File: src/rtl/fp_pkg.sv
// Shared floating-point definitions for the multiplier pipeline:
// operand classes, flag bit positions and a canonical quiet-NaN builder.
package fp_pkg;

  typedef enum logic [2:0] {ZERO, NORMAL, INF, QNAN, SNAN} fp_class_t;

  localparam int FLAG_INVALID   = 2;
  localparam int FLAG_OVERFLOW  = 1;
  localparam int FLAG_UNDERFLOW = 0;

  localparam int NAN_MAX_W = 64;

  // Sign 0, exponent all ones, fraction MSB set; caller slices to its width.
  function automatic logic [NAN_MAX_W-1:0] canonNan(input int expW, input int manW);
    logic [NAN_MAX_W-1:0] r;
    r = '0;
    for (int i = 0; i < NAN_MAX_W; i++) begin
      if (i >= manW && i < manW + expW) r[i] = 1'b1;
    end
    r[manW-1] = 1'b1;
    return r;
  endfunction

endpackage

File: src/rtl/fp_round_pack.sv
// Final multiplier stage: round-to-nearest-even, carry into the exponent,
// overflow/underflow range check and packing; special results pass through.
module fp_round_pack
  import fp_pkg::*;
#(
  parameter int EXP_W = 8,
  parameter int MAN_W = 23
) (
  input  logic                     isSpecial,
  input  logic [EXP_W+MAN_W:0]     specialResult,
  input  logic [2:0]               specialFlags,
  input  logic                     sign,
  input  logic signed [EXP_W+1:0]  expIn,
  input  logic [MAN_W:0]           mant,
  input  logic                     guardBit,
  input  logic                     roundBit,
  input  logic                     stickyBit,
  output logic [EXP_W+MAN_W:0]     result,
  output logic [2:0]               flags
);

  localparam logic signed [EXP_W+1:0] EXP_MAX  = (EXP_W+2)'((1 << EXP_W) - 1);
  localparam logic signed [EXP_W+1:0] EXP_ZERO = (EXP_W+2)'(0);

  logic                    roundUp;
  logic [MAN_W+1:0]        mantRnd;
  logic signed [EXP_W+1:0] expFin;

  assign roundUp = guardBit & (roundBit | stickyBit | mant[0]);
  assign mantRnd = {1'b0, mant} + {{(MAN_W+1){1'b0}}, roundUp};
  // On carry-out the fraction bits are all zero, so only the exponent moves.
  assign expFin  = expIn + {{(EXP_W+1){1'b0}}, mantRnd[MAN_W+1]};

  always_comb begin
    result = '0;
    flags  = '0;
    if (isSpecial) begin
      result = specialResult;
      flags  = specialFlags;
    end else if (expFin >= EXP_MAX) begin
      result = {sign, {EXP_W{1'b1}}, {MAN_W{1'b0}}};
      flags[FLAG_OVERFLOW] = 1'b1;
    end else if (expFin <= EXP_ZERO) begin
      result = {sign, {(EXP_W+MAN_W){1'b0}}};
      flags[FLAG_UNDERFLOW] = 1'b1;
    end else begin
      result = {sign, expFin[EXP_W-1:0], mantRnd[MAN_W-1:0]};
    end
  end

endmodule

File: src/rtl/fp_mul_pipe.sv
// Three-stage floating-point multiplier with a single global stall:
// classify/multiply, normalise/extract GRS, then round and pack.
module fp_mul_pipe
  import fp_pkg::*;
#(
  parameter int EXP_W = 8,
  parameter int MAN_W = 23
) (
  input  logic                 clk,
  input  logic                 rst_n,
  input  logic                 in_valid,
  output logic                 in_ready,
  input  logic [EXP_W+MAN_W:0] in_a,
  input  logic [EXP_W+MAN_W:0] in_b,
  output logic                 out_valid,
  input  logic                 out_ready,
  output logic [EXP_W+MAN_W:0] out_result,
  output logic [2:0]           out_flags
);

  localparam int W    = 1 + EXP_W + MAN_W;
  localparam int BIAS = (1 << (EXP_W-1)) - 1;
  localparam int PW   = 2*MAN_W + 2;
  localparam logic [NAN_MAX_W-1:0]  NAN_FULL  = canonNan(EXP_W, MAN_W);
  localparam logic [W-1:0]          QNAN_WORD = NAN_FULL[W-1:0];
  localparam logic signed [EXP_W+1:0] BIAS_S  = (EXP_W+2)'(BIAS);

  function automatic fp_class_t classify(input logic [EXP_W-1:0] e, input logic [MAN_W-1:0] f);
    if (e == '0)               return ZERO;
    else if (e != '1)          return NORMAL;
    else if (f == '0)          return INF;
    else if (f[MAN_W-1])       return QNAN;
    else                       return SNAN;
  endfunction

  logic advance;
  assign advance  = !out_valid || out_ready;
  assign in_ready = advance;

  // ---- S1: unpack, classify, exponent sum, mantissa product
  logic             signA, signB, signP;
  logic [EXP_W-1:0] expA, expB;
  logic [MAN_W-1:0] fracA, fracB;
  fp_class_t        clsA, clsB;
  logic             anyNan, infZero, isSpecialIn;
  logic [W-1:0]     specialIn;
  logic [2:0]       specialFlagsIn;
  logic signed [EXP_W+1:0] expSumIn;
  logic [PW-1:0]    prodIn;

  assign {signA, expA, fracA} = in_a;
  assign {signB, expB, fracB} = in_b;
  assign clsA    = classify(expA, fracA);
  assign clsB    = classify(expB, fracB);
  assign signP   = signA ^ signB;
  assign anyNan  = (clsA == QNAN) || (clsA == SNAN) || (clsB == QNAN) || (clsB == SNAN);
  assign infZero = ((clsA == INF) && (clsB == ZERO)) || ((clsA == ZERO) && (clsB == INF));

  always_comb begin
    isSpecialIn    = 1'b0;
    specialIn      = '0;
    specialFlagsIn = '0;
    if (anyNan || infZero) begin
      isSpecialIn = 1'b1;
      specialIn   = QNAN_WORD;
      specialFlagsIn[FLAG_INVALID] = infZero || (clsA == SNAN) || (clsB == SNAN);
    end else if ((clsA == INF) || (clsB == INF)) begin
      isSpecialIn = 1'b1;
      specialIn   = {signP, {EXP_W{1'b1}}, {MAN_W{1'b0}}};
    end else if ((clsA == ZERO) || (clsB == ZERO)) begin
      isSpecialIn = 1'b1;
      specialIn   = {signP, {(EXP_W+MAN_W){1'b0}}};
    end
  end

  assign expSumIn = $signed({2'b00, expA}) + $signed({2'b00, expB}) - BIAS_S;
  assign prodIn   = {{(MAN_W+1){1'b0}}, 1'b1, fracA} * {{(MAN_W+1){1'b0}}, 1'b1, fracB};

  logic                    s1ValidReg, s1SpecialReg, s1SignReg;
  logic [W-1:0]            s1SpecialResReg;
  logic [2:0]              s1SpecialFlagsReg;
  logic signed [EXP_W+1:0] s1ExpReg;
  logic [PW-1:0]           s1ProdReg;

  // ---- S2: single-step normalise and guard/round/sticky extraction
  logic [MAN_W:0]          mantNext;
  logic                    guardNext, roundNext, stickyNext;
  logic signed [EXP_W+1:0] expNext;

  always_comb begin
    if (s1ProdReg[PW-1]) begin
      mantNext   = s1ProdReg[PW-1:MAN_W+1];
      guardNext  = s1ProdReg[MAN_W];
      roundNext  = s1ProdReg[MAN_W-1];
      stickyNext = |s1ProdReg[MAN_W-2:0];
      expNext    = s1ExpReg + (EXP_W+2)'(1);
    end else begin
      mantNext   = s1ProdReg[PW-2:MAN_W];
      guardNext  = s1ProdReg[MAN_W-1];
      roundNext  = s1ProdReg[MAN_W-2];
      stickyNext = |s1ProdReg[MAN_W-3:0];
      expNext    = s1ExpReg;
    end
  end

  logic                    s2ValidReg, s2SpecialReg, s2SignReg;
  logic [W-1:0]            s2SpecialResReg;
  logic [2:0]              s2SpecialFlagsReg;
  logic signed [EXP_W+1:0] s2ExpReg;
  logic [MAN_W:0]          s2MantReg;
  logic                    s2GuardReg, s2RoundReg, s2StickyReg;

  // ---- S3: round and pack
  logic [W-1:0] packResult;
  logic [2:0]   packFlags;

  fp_round_pack #(.EXP_W(EXP_W), .MAN_W(MAN_W)) uRoundPack (
    .isSpecial     (s2SpecialReg),
    .specialResult (s2SpecialResReg),
    .specialFlags  (s2SpecialFlagsReg),
    .sign          (s2SignReg),
    .expIn         (s2ExpReg),
    .mant          (s2MantReg),
    .guardBit      (s2GuardReg),
    .roundBit      (s2RoundReg),
    .stickyBit     (s2StickyReg),
    .result        (packResult),
    .flags         (packFlags)
  );

  logic         outValidReg;
  logic [W-1:0] outResultReg;
  logic [2:0]   outFlagsReg;

  always_ff @(posedge clk or negedge rst_n) begin
    if (!rst_n) begin
      s1ValidReg <= 1'b0;  s1SpecialReg <= 1'b0;  s1SignReg <= 1'b0;
      s1SpecialResReg <= '0;  s1SpecialFlagsReg <= '0;  s1ExpReg <= '0;  s1ProdReg <= '0;
      s2ValidReg <= 1'b0;  s2SpecialReg <= 1'b0;  s2SignReg <= 1'b0;
      s2SpecialResReg <= '0;  s2SpecialFlagsReg <= '0;  s2ExpReg <= '0;  s2MantReg <= '0;
      s2GuardReg <= 1'b0;  s2RoundReg <= 1'b0;  s2StickyReg <= 1'b0;
      outValidReg <= 1'b0;  outResultReg <= '0;  outFlagsReg <= '0;
    end else if (advance) begin
      s1ValidReg        <= in_valid;
      s1SpecialReg      <= isSpecialIn;
      s1SignReg         <= signP;
      s1SpecialResReg   <= specialIn;
      s1SpecialFlagsReg <= specialFlagsIn;
      s1ExpReg          <= expSumIn;
      s1ProdReg         <= prodIn;
      s2ValidReg        <= s1ValidReg;
      s2SpecialReg      <= s1SpecialReg;
      s2SignReg         <= s1SignReg;
      s2SpecialResReg   <= s1SpecialResReg;
      s2SpecialFlagsReg <= s1SpecialFlagsReg;
      s2ExpReg          <= expNext;
      s2MantReg         <= mantNext;
      s2GuardReg        <= guardNext;
      s2RoundReg        <= roundNext;
      s2StickyReg       <= stickyNext;
      outValidReg       <= s2ValidReg;
      if (s2ValidReg) begin
        outResultReg <= packResult;
        outFlagsReg  <= packFlags;
      end
    end
  end

  assign out_valid  = outValidReg;
  assign out_result = outResultReg;
  assign out_flags  = outFlagsReg;

endmodule

File: config.mk
export PLATFORM = sky130hd
export DESIGN_NAME = fp_mul_pipe
export DESIGN_NICKNAME = d
export VERILOG_FILES = /design/src/rtl/fp_pkg.sv /design/src/rtl/fp_round_pack.sv /design/src/rtl/fp_mul_pipe.sv
export SDC_FILE = /design/constraint.sdc
export NUM_CORES = 2
export LEC_CHECK = 0
export ABC_AREA = 1
export BUFFER_PORTS_ARGS = -buffer_cell sky130_fd_sc_hd__buf_2
export CORE_MARGIN = 4
export CORE_UTILIZATION = 40
export DETAILED_ROUTE_END_ITERATION = 8
export SYNTH_ARGS = -nofsm -noshare
export SYNTH_HDL_FRONTEND = slang
export SYNTH_SLANG_ARGS = --single-unit
File: constraint.sdc
create_clock -name clk -period 10.2 [get_ports clk]
set_clock_uncertainty 0.1 [all_clocks]
set_input_delay 2.04 -clock clk [delete_from_list [all_inputs] [get_ports clk]]
set_output_delay 2.04 -clock clk [all_outputs]
set_load 0.01 [all_outputs]
### Yosys cells after proc, flatten, opt, wreduce, memory -nomap -nowiden

Index checks and enable logic that the tools add are counted.

| word-level totals | value |
|---|---|
| input bits | 68 |
| logic and storage cells | 90 |
| register bits after elaboration | 203 |

| cells by class | value |
|---|---|
| $mul | 1 |
| equal/unequal tests | 8 |
| bitwise gates (word level) | 4 |
| reductions and logical operators | 22 |
| add/sub/neg operators | 5 |
| multiplexer cells | 28 |
| magnitude comparators | 2 |

Operator list:

| cell | count |
|---|---|
| 32-bit two-way mux | 4 |
| 31-bit two-way mux | 2 |
| 24-bit by 24-bit multiplier with 48-bit output | 1 |
| 23-bit zero test | 2 |
| 24-bit by 1-bit adder with 25-bit output | 1 |
| 24-bit two-way mux | 1 |
| 3-bit two-way mux | 8 |
| 22-bit OR reduction | 1 |
| 21-bit OR reduction | 1 |
| 8-bit zero test | 2 |
| 8-bit inequality test (second input constant) | 2 |
| 3-bit by 2-bit == test with 1-bit output (second input constant) | 4 |
| 1-bit two-way mux | 11 |
| 10-bit by 1-bit adder with 10-bit output | 1 |
| 10-bit by 2-bit adder with 10-bit output (second input constant) | 1 |
| 10-bit by 9-bit greater-or-equal comparator with 1-bit output (second input constant) | 1 |
| 10-bit by 1-bit <= comparator with 1-bit output (second input constant) | 1 |
| 1-bit logical OR | 10 |
| 10-bit two-way mux | 1 |
| 9-bit by 7-bit subtractor with 10-bit output (second input constant) | 1 |
| 8-bit by 8-bit adder with 9-bit output | 1 |
| 3-bit == test (second input constant) | 2 |
| 3-bit zero test | 2 |
| 1-bit logical AND | 2 |
| 6 further kinds | 7 |

### Depth between registers and ports, before layout

| logic depth | value |
|---|---|
| depth after elaboration | 10 |
| depth in mapped cells | 31 |
| depth with buffers taken out | 29 |

### Hierarchy

A second synthesis with hierarchy kept.

| unflattened totals | value |
|---|---|
| cells, all modules | 3936 |
| area, all modules | 28673.8 µm² |

Modules (own cells, without submodules):

| module | times used | cells an instance | area an instance (µm²) | seq. area each (µm²) |
|---|---|---|---|---|
| fp_mul_pipe | 1 | 3613 | 27047.2 | 3628.5 |
| fp_round_pack | 1 | 323 | 1626.6 | 0.0 |

### Worst setup path before layout

No wires, ideal clock.

| timing path | value |
|---|---|
| path kind | input-to-reg |
| from | input port in_b[3] |
| to | register s1ProdReg[45] |
| path buffers | 2 |
| path slack | 2275 ps |
| arrival | 7707 ps |
| cell stages on the path | 29 |
| required time | 9982 ps |
| setup time | 118 ps |
| path through | clkbuf_1 clkbuf_1 nand2_1 fa_1 inv_1 fa_1 inv_1 fa_1 inv_1 fa_1 inv_1 fa_1 inv_1 fa_1 inv_1 fa_1 inv_1 ha_1 nand2_1 nor2_1 inv_1 nor3_1 nand2_1 nor2_1 nand2_1 nand3_1 nand2_1 nand3_1 nand2_1 |

| on the way | value |
|---|---|
| cells in the longest elaborated chain, start to end | 1 |

RTL lines:

| what | line | source |
|---|---|---|
| start: declaration | fp_mul_pipe.sv:14 | `input logic [EXP_W+MAN_W:0] in_b,` |
| 24-bit by 24-bit multiplier with 48-bit output | fp_mul_pipe.sv:77 | `assign prodIn = {{(MAN_W+1){1'b0}}, 1'b1, fracA} * {{(MAN_W+1){1'b0}}, 1'b1, fracB};` |
| end signal: assignment | fp_mul_pipe.sv:150 | `s1ProdReg <= prodIn;` |
| end: declaration | fp_mul_pipe.sv:83 | `logic [PW-1:0] s1ProdReg;` |

No other way between the ends.
A chain may end at the register's enable or synchronous reset.

### Worst setup path after layout

| timing path | value |
|---|---|
| from | input port in_a[12] |
| to | register s1ProdReg[42] |

| on the way | value |
|---|---|
| cells in the longest elaborated chain, start to end | 1 |

RTL lines:

| what | line | source |
|---|---|---|
| start: declaration | fp_mul_pipe.sv:13 | `input logic [EXP_W+MAN_W:0] in_a,` |
| 24-bit by 24-bit multiplier with 48-bit output | fp_mul_pipe.sv:77 |  |

No other way between the ends.

==> key figures <==
Timing
  • Hold Slack: 0.3697 ns
  • Final period utilization: 0.7995
  • Setup TNS: 0 ns
  • Minimum clock period after layout: 8.155 ns
  • Actual slew at the worst max-slew pin: 0.8691 ns
  • Number of hold-slack violations in the final timing report: 0
  • Fin worst setup slack: 2.045 ns
  • Fmax achieved: 122.6 MHz
  • Relative max-transition margin: 0.4206
  • Final setup vio count: 0
  • Setup repair after global routing missed its margin: no
  • Total count of max-transition violations in the final report: 0

Placement
  • Half-perimeter wire length after detailed placement: 58.31 mm
  • Number of buffer cells added on primary ports: 104
  • Area of placed instances: 0.02847 sq mm
  • Setup WS pre-CTS: 1.638 ns
  • Final RePlAce weighted congestion: 0.9403

Clock network
  • Sinks on Clock Net: 145
  • H-tree levels: 4
  • Clock-pin slew on the worst setup and hold paths: 0.06 ns
  • Library cell used as clock root buffer: sky130_fd_sc_hd__clkbuf_16
  • Source-to-sink clock delay at the later pin of the worst-skew pair: 0.43 ns
  • Setup Fix Bufs, Post-CTS: 0
  • CTS Buffer Depth: 2
  • CTS buffer count: 17
  • Cts-stage hold buffer count: 0
  • Clock tree from TritonCTS: yes
  • Count of instances resized after the clock tree is built: 0

Worst setup path
  • Cell seen most often among critical-path stages: sky130_fd_sc_hd__inv_1
  • Worst path slowest cell: sky130_fd_sc_hd__buf_2
  • Crit Path Max Fanout: 25
  • Data arrival time of the critical path: 8.37 ns
  • Total buffers and inverters traversed by the critical path: 9
  • Gate family responsible for the most delay along the worst path: adder cells
  • Stage delay of the slowest cell on the critical path: 0.57 ns
  • Crit path capture type: flop
  • Req. time, crit path: 10.41 ns
  • Start-to-end type of the worst setup path: primary input to flop
  • Kind of start point of the critical path: primary input

Logic synthesis
  • Number of instances in the synthesized netlist: 3632
  • Sequential cell area fraction in the yosys report: 0.1329
  • Post-synth cell types: 47
  • Synth warnings: 0
  • Simple-Gate Fraction of Synth Area: 0.2106
  • Post-synthesis compound-gate area fraction: 0.04944
  • Synthesized netlist net count: 4375
  • Main combinational cell family by area after synthesis: adder cells
  • Multiplexer share of the synthesized area: 0
  • Post-synthesis xor/xnor area fraction: 0.01214
  • Adder and majority cell fraction of the synthesized area: 0.4420
  • Number of storage elements in the synthesis netlist: 145
  • Average size of a mapped cell: 7.519 sq um
  • Post-synthesis instance area: 0.02731 sq mm

Layout
  • Commonest cells after routing, fill and taps aside: sky130_fd_sc_hd__nand2_1, sky130_fd_sc_hd__inv_1, sky130_fd_sc_hd__fa_1
  • Design Area, Final: 0.02906 sq mm
  • Nets@finish: 4371
  • Antenna diode count: 0
  • Share of layout cells above drive strength 1: 0.05081
  • Layout area overhead: 6.428%
  • Most common cell after layout, fill and taps aside: sky130_fd_sc_hd__nand2_1

GRT
  • Overflow after GRT: 0
  • Combined global-route utilization of all metal layers: 0.2176
  • Vias in the first global route: 23.60k
  • Antenna violations before repair: 0
  • Maximum number of pins on one net before global-route repair: 94
  • First-pass GRT wire length: 127.3 mm

Floorplan
  • Top-Level Pins: 105
  • Starting utilization of the core area: 0.4052
  • Core region area: 0.06740 sq mm
  • Die area: 0.07252 sq mm
  • Std cell rows: 95
  • Die height: 269.3 microns
  • Width of the die: 269.3 microns

Routing
  • Number of detailed-route iterations in the first pass: 7
  • DRT Wirelength: 76.34 mm
  • Via count: 22.19k
  • Number of routed nets with antenna violations: 0
  • Wire per inst: 16.91 microns
  • Drt initial violations: 1557
  • Post-route DRC violation count: 0
  • Avg Vias per Cell: 4.915

Run
  • Max-capacitance violation count: 0

Min path
  • Worst min-delay path category: flop to flop

Outcome
  • Status: completed
==> Yosys cell counts, drive strengths merged <==
master   instances  area [sq um]
or2             12         75.08
o21bai          10         75.07
a21o             1         7.510
xnor2           16         147.7
o22ai            3         18.77
inv            973          3652
a31oi            5         31.28
ha             192          2402
nand2         1048          3946
clkinv           1         3.750
fa             483          9669
xor2            21         183.9
o21a             4         30.03
nand3b           7         52.55
nand3          131         688.2
nor2           167         656.9
clkbuf         127         476.7
o31ai            1         7.510
o311ai           1         8.760
a21oi          112         560.5
nand4           29         181.4
a21boi           1         7.510
nor3            19         106.4
o211ai           1         7.510
nor4             6         37.54
a22oi            4         30.03
dfrtp          145          3628
buf              7         43.79
o22a             1         8.760
o2111ai          1         8.760
o21ai          102         548.0
and2             1         6.260
==> per-stage QoR <==
step	std cells	utilization
after CTS	4514	0.4312
after floorplan	3632	-
after global routing	4514	0.4312
final	4514	0.4312
after detailed placement	4482	0.4224
after global placement	4482	0.4224
==> cell families (layout without fill, tap and decap cells) <==
| family | count (synthesis) | count (layout) |
|---|---|---|
| simple gates | 1420 | 1420 |
| flops | 145 | 145 |
| fa+ha+maj | 675 | 675 |
| compound gates | 247 | 247 |
| xor+xnor | 37 | 37 |
| buf+inv | 1108 | 1117 |
==> layer usage <==
layer	vias up	track usage	wire [microns]
li1	10524	-	-
met1	10934	0.2930	33640
met2	608	0.3788	36790
met3	120	0.02205	3910
met4	0	0.05518	1996
met5	-	0	0
==> registers in the layout (all words and copies together) (netlist names) <==
signal,count
out_result,32
s1SignReg,1
s2StickyReg,1
s2ExpReg,10
s2SpecialReg,1
s1ExpReg,10
s1SpecialFlagsReg,1
s1ValidReg,1
s2RoundReg,1
s1SpecialReg,1
s2SpecialResReg,3
out_flags,3
s2SpecialFlagsReg,1
out_valid,1
s2GuardReg,1
s1ProdReg,48
s2ValidReg,1
s1SpecialResReg,3
s2SignReg,1
s2MantReg,24
==> layout make-up <==
cell class / instances / area, sq um
flip-flops and latches: 145 / 3628
fillers: 6935 / 38330
multi-input cells: 2379 / 19510
well taps: 873 / 1092
clock buffers: 20 / 466.7
repair buffers: 111 / 579.3
clock inverters: 12 / 128.9
inverters: 974 / 3657
==> final timing paths <==
kind,startpoint,end,slack [ns],depth (start not counted)
setup / recovery,in_a[12],s1ProdReg[42]$_DFFE_PN0N_,2.04,28
hold / removal,s1SpecialResReg[22]$_DFFE_PN0N_,s2SpecialResReg[22]$_DFFE_PN0N_,0.37,2
setup reg to reg,s2GuardReg$_DFFE_PN0N_,out_result[1]$_DFFE_PN0P_,5.82,22
hold reg to reg,s1SpecialResReg[22]$_DFFE_PN0N_,s2SpecialResReg[22]$_DFFE_PN0N_,0.37,2
max in group asynchronous,rst_n,s1ProdReg[40]$_DFFE_PN0N_,7.16,2
min in group asynchronous,rst_n,out_result[28]$_DFFE_PN0P_,1.59,1
==> worst register-to-register path: stages, from the launching register on <==
cell,delay (ns)
sky130_fd_sc_hd__dfrtp_1,0.36
sky130_fd_sc_hd__nand2_1,0.13
sky130_fd_sc_hd__inv_1,0.09
sky130_fd_sc_hd__ha_1,0.27
sky130_fd_sc_hd__nand3_1,0.13
sky130_fd_sc_hd__nor2_2,0.17
sky130_fd_sc_hd__nand2_1,0.14
sky130_fd_sc_hd__nor2_4,0.16
sky130_fd_sc_hd__nand4_1,0.13
sky130_fd_sc_hd__nor4_1,0.47
sky130_fd_sc_hd__ha_1,0.40
sky130_fd_sc_hd__ha_1,0.31
sky130_fd_sc_hd__or2_2,0.30
sky130_fd_sc_hd__a21oi_1,0.12
sky130_fd_sc_hd__nand3_1,0.08
sky130_fd_sc_hd__nor2_1,0.14
sky130_fd_sc_hd__nand3_2,0.08
sky130_fd_sc_hd__nand2_2,0.16
sky130_fd_sc_hd__inv_2,0.07
sky130_fd_sc_hd__nand3_4,0.21
sky130_fd_sc_hd__inv_1,0.09
sky130_fd_sc_hd__nand2_1,0.09
sky130_fd_sc_hd__nand2_1,0.05
Power is not shown: default switching activity piles up to over one toggle a cycle in this logic, so the estimate is an artifact.
